[src/rtl/btn_debounce.sv]
// ============================================================================
// Module   : btn_debounce
// Purpose  : Push-button conditioner for two banks of dataWordSize buttons.
//            Each pin passes through a 2-FF synchroniser and a per-bit
//            stability counter clocked by a shared prescaled tick. The block
//            emits clean levels and a one-clock change strobe.
// Options  : `define BTN_PRESS_LATCH_EN adds clrPress, pressH and pressL.
//            These are sticky press flags, and a set wins over a clear.
// Revision : 1.0 - initial release
// ============================================================================
`default_nettype none

module btn_debounce #(
  parameter int dataWordSize = 8,
  parameter int CLK_DIV      = 50000,
  parameter int DB_COUNT     = 4
) (
  input  logic                    clock,
  input  logic                    nRst,
  input  logic [dataWordSize-1:0] btnHRaw,
  input  logic [dataWordSize-1:0] btnLRaw,
`ifdef BTN_PRESS_LATCH_EN
  input  logic                    clrPress,
  output logic [dataWordSize-1:0] pressH,
  output logic [dataWordSize-1:0] pressL,
`endif
  output logic [dataWordSize-1:0] BTNHDin,
  output logic [dataWordSize-1:0] BTNLDin,
  output logic                    btnChange,
  output logic                    tick
);

  // Both banks are handled as one vector: the high bank is in the upper half.
  localparam int NB = 2 * dataWordSize;
  localparam int PW = (CLK_DIV > 1) ? $clog2(CLK_DIV) : 1;
  localparam int CW = $clog2(DB_COUNT + 1);
  localparam logic [PW-1:0] PRE_LAST = PW'(CLK_DIV - 1);
  localparam logic [CW-1:0] CNT_LAST = CW'(DB_COUNT - 1);

  logic [NB-1:0] raw;
  logic [NB-1:0] sync_meta;
  logic [NB-1:0] sync_q;
  logic [NB-1:0] db_q;
  logic [NB-1:0] flip;
  logic [PW-1:0] pre_cnt;

  assign raw     = {btnHRaw, btnLRaw};
  assign BTNHDin = db_q[NB-1:dataWordSize];
  assign BTNLDin = db_q[dataWordSize-1:0];

  // Two-flop synchroniser; this is the only path from the raw pins
  always_ff @(posedge clock or negedge nRst) begin
    if (!nRst) begin
      sync_meta <= '0;
      sync_q    <= '0;
    end else begin
      sync_meta <= raw;
      sync_q    <= sync_meta;
    end
  end

  // Free-running prescaler; tick is the registered terminal-count decode
  always_ff @(posedge clock or negedge nRst) begin
    if (!nRst) begin
      pre_cnt <= '0;
      tick    <= 1'b0;
    end else if (pre_cnt == PRE_LAST) begin
      pre_cnt <= '0;
      tick    <= 1'b1;
    end else begin
      pre_cnt <= pre_cnt + PW'(1);
      tick    <= 1'b0;
    end
  end

  // Per-bit stability counters.
  // A bit flips on the tick that completes DB_COUNT mismatched ticks.
  for (genvar i = 0; i < NB; i++) begin : g_bit
    logic [CW-1:0] cnt;

    assign flip[i] = (sync_q[i] != db_q[i]) && tick && (cnt == CNT_LAST);

    // Any agreement clears the count at once, so glitches are rejected between ticks
    always_ff @(posedge clock or negedge nRst) begin
      if (!nRst) begin
        cnt <= '0;
      end else if (sync_q[i] == db_q[i]) begin
        cnt <= '0;
      end else if (tick) begin
        if (cnt == CNT_LAST) begin
          cnt <= '0;
        end else begin
          cnt <= cnt + CW'(1);
        end
      end
    end
  end

  // Debounced levels and the change strobe update on the same edge
  always_ff @(posedge clock or negedge nRst) begin
    if (!nRst) begin
      db_q      <= '0;
      btnChange <= 1'b0;
    end else begin
      db_q      <= db_q ^ flip;
      btnChange <= |flip;
    end
  end

`ifdef BTN_PRESS_LATCH_EN
  logic [NB-1:0] press_q;

  assign pressH = press_q[NB-1:dataWordSize];
  assign pressL = press_q[dataWordSize-1:0];

  // Sticky press flags: a debounced 0->1 edge sets the flag, and a set beats a simultaneous clear
  always_ff @(posedge clock or negedge nRst) begin
    if (!nRst) begin
      press_q <= '0;
    end else begin
      press_q <= (clrPress ? '0 : press_q) | (flip & sync_q);
    end
  end
`endif

endmodule

`default_nettype wire

[config.mk]
export PLATFORM = sky130hd
export DESIGN_NAME = btn_debounce
export DESIGN_NICKNAME = d
export VERILOG_FILES = /design/src/rtl/btn_debounce.sv
export SDC_FILE = /design/constraint.sdc
export NUM_CORES = 1
export LEC_CHECK = 0
export BUFFER_PORTS_ARGS = -buffer_cell sky130_fd_sc_hd__buf_4
export CORE_AREA = 10 10 137 139
export CTS_CLUSTER_DIAMETER = 200
export DETAILED_ROUTE_END_ITERATION = 8
export DIE_AREA = 0 0 147 149
export MAX_ROUTING_LAYER = met4
export PLACE_DENSITY = 0.53
export SYNTH_ARGS = -nofsm -noshare
export SYNTH_HDL_FRONTEND = slang
export SYNTH_SLANG_ARGS = --single-unit
[constraint.sdc]
create_clock -name clock -period 3.4 [get_ports clock]
set_input_delay 0.68 -clock clock [delete_from_list [all_inputs] [get_ports clock]]
set_output_delay 0.68 -clock clock [all_outputs]
set_load 0.05 [all_outputs]
==> results.sh <==
export IMPL_syn_inst=406
export IMPL_via_per_inst=4.37
export IMPL_synth_area_um2=4740
export IMPL_diodes=0
export IMPL_vias=3008
export IMPL_cts_made_buffers=17
export IMPL_final_cell_mix="113 x dfrtp_1, 39 x buf_4, 35 x nand2_1, 35 x nand2b_1, 29 x nor2_1"
export IMPL_drive_gt1_share_pct=16.7
export IMPL_drc=0
export IMPL_ant_nets=0
export IMPL_num_rows=47
export IMPL_synth_adder_area_share_pct=4.48
export IMPL_muxShareOfSynthArea_pct=1.69
export IMPL_status="completed"
export IMPL_grt_pass1_vias=3161
export IMPL_fillCellCount=1576
export IMPL_worstPathCellList="buf_4"
export IMPL_yosysSeqAreaShare_pct=60.1
export IMPL_critical_path_class="flop to output pin"
export IMPL_synth_seq_cells=114
export IMPL_critPathMaxFanout=63
export IMPL_r2r_cells=5
export IMPL_wire_per_inst_um=12.7
export IMPL_drt_pass1_iterations=4
export IMPL_grt_ovfl_total=0
export IMPL_cpPeakStageDelay_ns=0.95
export IMPL_slowest_stage="dfrtp_2"
export IMPL_power_density_nw_per_um2=535
export IMPL_timing_fmax_mhz=417
export IMPL_rsz0062_at_grt="false"
export IMPL_dieHeight_um=149
export IMPL_setup_viol=0
export IMPL_dr_first_iter_drc_count=172
export IMPL_syn_area_per_cell_um2=11.7
export IMPL_tns_ns=0
export IMPL_synthFlopType="dfrtp_1"
export IMPL_yosys_area_share_simple_pct=20.9
export IMPL_grt_pass1_wl_um=15200
export IMPL_layout_commonest_cell="dfrtp_1"
export IMPL_critPathCaptureType="output pin"
export IMPL_cp_num_cells=1
export IMPL_place_congestion=0.774
export IMPL_cts_tree="yes"
export IMPL_min_path_type="input pin to asynchronous set/reset pin"
export IMPL_hold_slack_ns=0.338
export IMPL_dieArea_um2=21900
export IMPL_cp_start_kind="flop"
export IMPL_synthDistinctLibCells=32
export IMPL_post_cts_setup_buffers=0
export IMPL_cts_resized=0
export IMPL_hold_viol=0
export IMPL_syn_to_final_growth_pct=23.2
export IMPL_min_period_over_period_pct=70.5
export IMPL_maxSlewHeadroom_pct=38.6
export IMPL_cp_required_ns=2.72
export IMPL_hpwl_um=5920
export IMPL_fin_skew_ns=0.00964
export IMPL_clock_sinks=114
export IMPL_synth_xor_area_share_pct=8.49
export IMPL_yosys_warnings=0
export IMPL_arrival_ns=1.72
export IMPL_initial_core_util_pct=29.3
export IMPL_p_leak_nw=2.74
export IMPL_synth_top_family_by_area="simple AND/OR/NAND/NOR gates"
export IMPL_layout_nets=490
export IMPL_routed_wl_um=8710
export IMPL_synth_compound_area_share_pct=3.30
export IMPL_finalCriticalPeriod_ns=2.40
export IMPL_h_tree_depth=4
export IMPL_tightest_slew_ns=0.921
export IMPL_holdBufCountCts=0
export IMPL_r2r_start="tick"
export IMPL_synth_edf_count=0
export IMPL_path_clk_slew_ns=0.05
export IMPL_cp_top_family="flip-flops"
export IMPL_synth_fp_nets=441
export IMPL_io_buffers=35
export IMPL_die_x_um=147
export IMPL_grt_max_degree=64
export IMPL_clockRootBuffer="clkbuf_16"
export IMPL_cap_violations=0
export IMPL_peakVddDrop_uv=269
export IMPL_io_pins=36
export IMPL_clk_path_buf_depth=2
export IMPL_antenna_found_initial=0
export IMPL_ys_async_sr_fraction_pct=100
export IMPL_crit_buf_inv=1
export IMPL_ff2ff_setup_slack_ns=1.35
export IMPL_insertion_delay_ns=0.41
export IMPL_grtUsageTotal_pct=8.90
export IMPL_crit_start="tick"
export IMPL_report_final_slew_viol_count=0
export IMPL_design_core_area_um2=16200
export IMPL_reg2reg_to="btnChange"
-- synth_stat cells, types with 3 or more instances --
cell / number / area [um2]
inv_1: 4 / 15.0
and3_1: 10 / 62.6
nand2b_1: 35 / 219
mux2_2: 4 / 45.0
nand3_1: 17 / 85.1
o22ai_1: 3 / 18.8
nand2_1: 35 / 131
nor2_1: 29 / 109
nand3b_1: 15 / 113
dfrtp_1: 114 / 2850
nand4_1: 5 / 31.3
nor2b_1: 5 / 31.3
nor4_1: 5 / 31.3
and2_1: 6 / 37.5
nor3b_1: 4 / 30.0
nor3_1: 8 / 40.0
clkbuf_1: 7 / 26.3
ha_1: 17 / 213
xnor2_1: 23 / 201
a21oi_1: 24 / 120
xor2_1: 23 / 201
-- state kept, by name, summed over array words and instances (netlist names) --
signal and cells:
g_bit.cnt 48, db_q 16, pre_cnt 16, sync_meta 16, sync_q 16, btnChange 1, tick 1
-- routing by layer --
metal	global-route usage [%]	wire length, um
met4	5.15	220
met5	-	0
met3	3.22	372
met1	10.5	4140
met2	12.9	3980
-- worst max path at each step --
stage | endpoint | slack [ns]
after floorplan | pre_cnt[9] | 1.57
after global routing | tick | 0.88
final | tick | 1.00
after global placement | btnChange | 1.43
after detailed placement | btnChange | 1.35
after CTS | tick | 0.95
-- cell families after synthesis --
family | after synthesis
multiplexers | 7
buffers and inverters | 13
XOR/XNOR | 46
flip-flops | 114
AO/OA/AOI/OAI | 29
AND/OR/NAND/NOR | 180
adder cells (fa/ha/maj) | 17
-- per-stage QoR --
stage | area (um2) | util, % | setup WS [ns] | instances | power, mW
6_report | 5840 | 36.1 | 1.00 | 688 | 3.13
5_1_grt | 5840 | 36.1 | 0.880 | 688 | 3.25
4_1_cts | 5840 | 36.1 | 0.953 | 688 | 3.18
3_5_place_dp | 5280 | 32.6 | 1.35 | 656 | 1.47
3_3_place_gp | 5280 | 32.6 | 1.43 | 656 | 1.47
2_1_floorplan | 4740 | - | 1.57 | 406 | 1.42
-- power breakdown --
group	switching [mW]	internal, mW	leakage [nW]
clock network	0.597	1.09	0.272
logic	0.0387	0.0207	0.966
registers	0.00745	1.38	1.50
total	0.643	2.48	2.74
-- layout make-up --
cell class	count	area, um2	area share [%]
repair buffers	39	293	5.01
multi-input cells	279	1840	31.5
clock inverters	11	113	1.93
flip-flops and latches	114	2850	48.9
well taps	220	275	4.71
clock buffers	21	450	7.71
inverters	4	15.0	0.257
(Power assumes the default switching activity.)
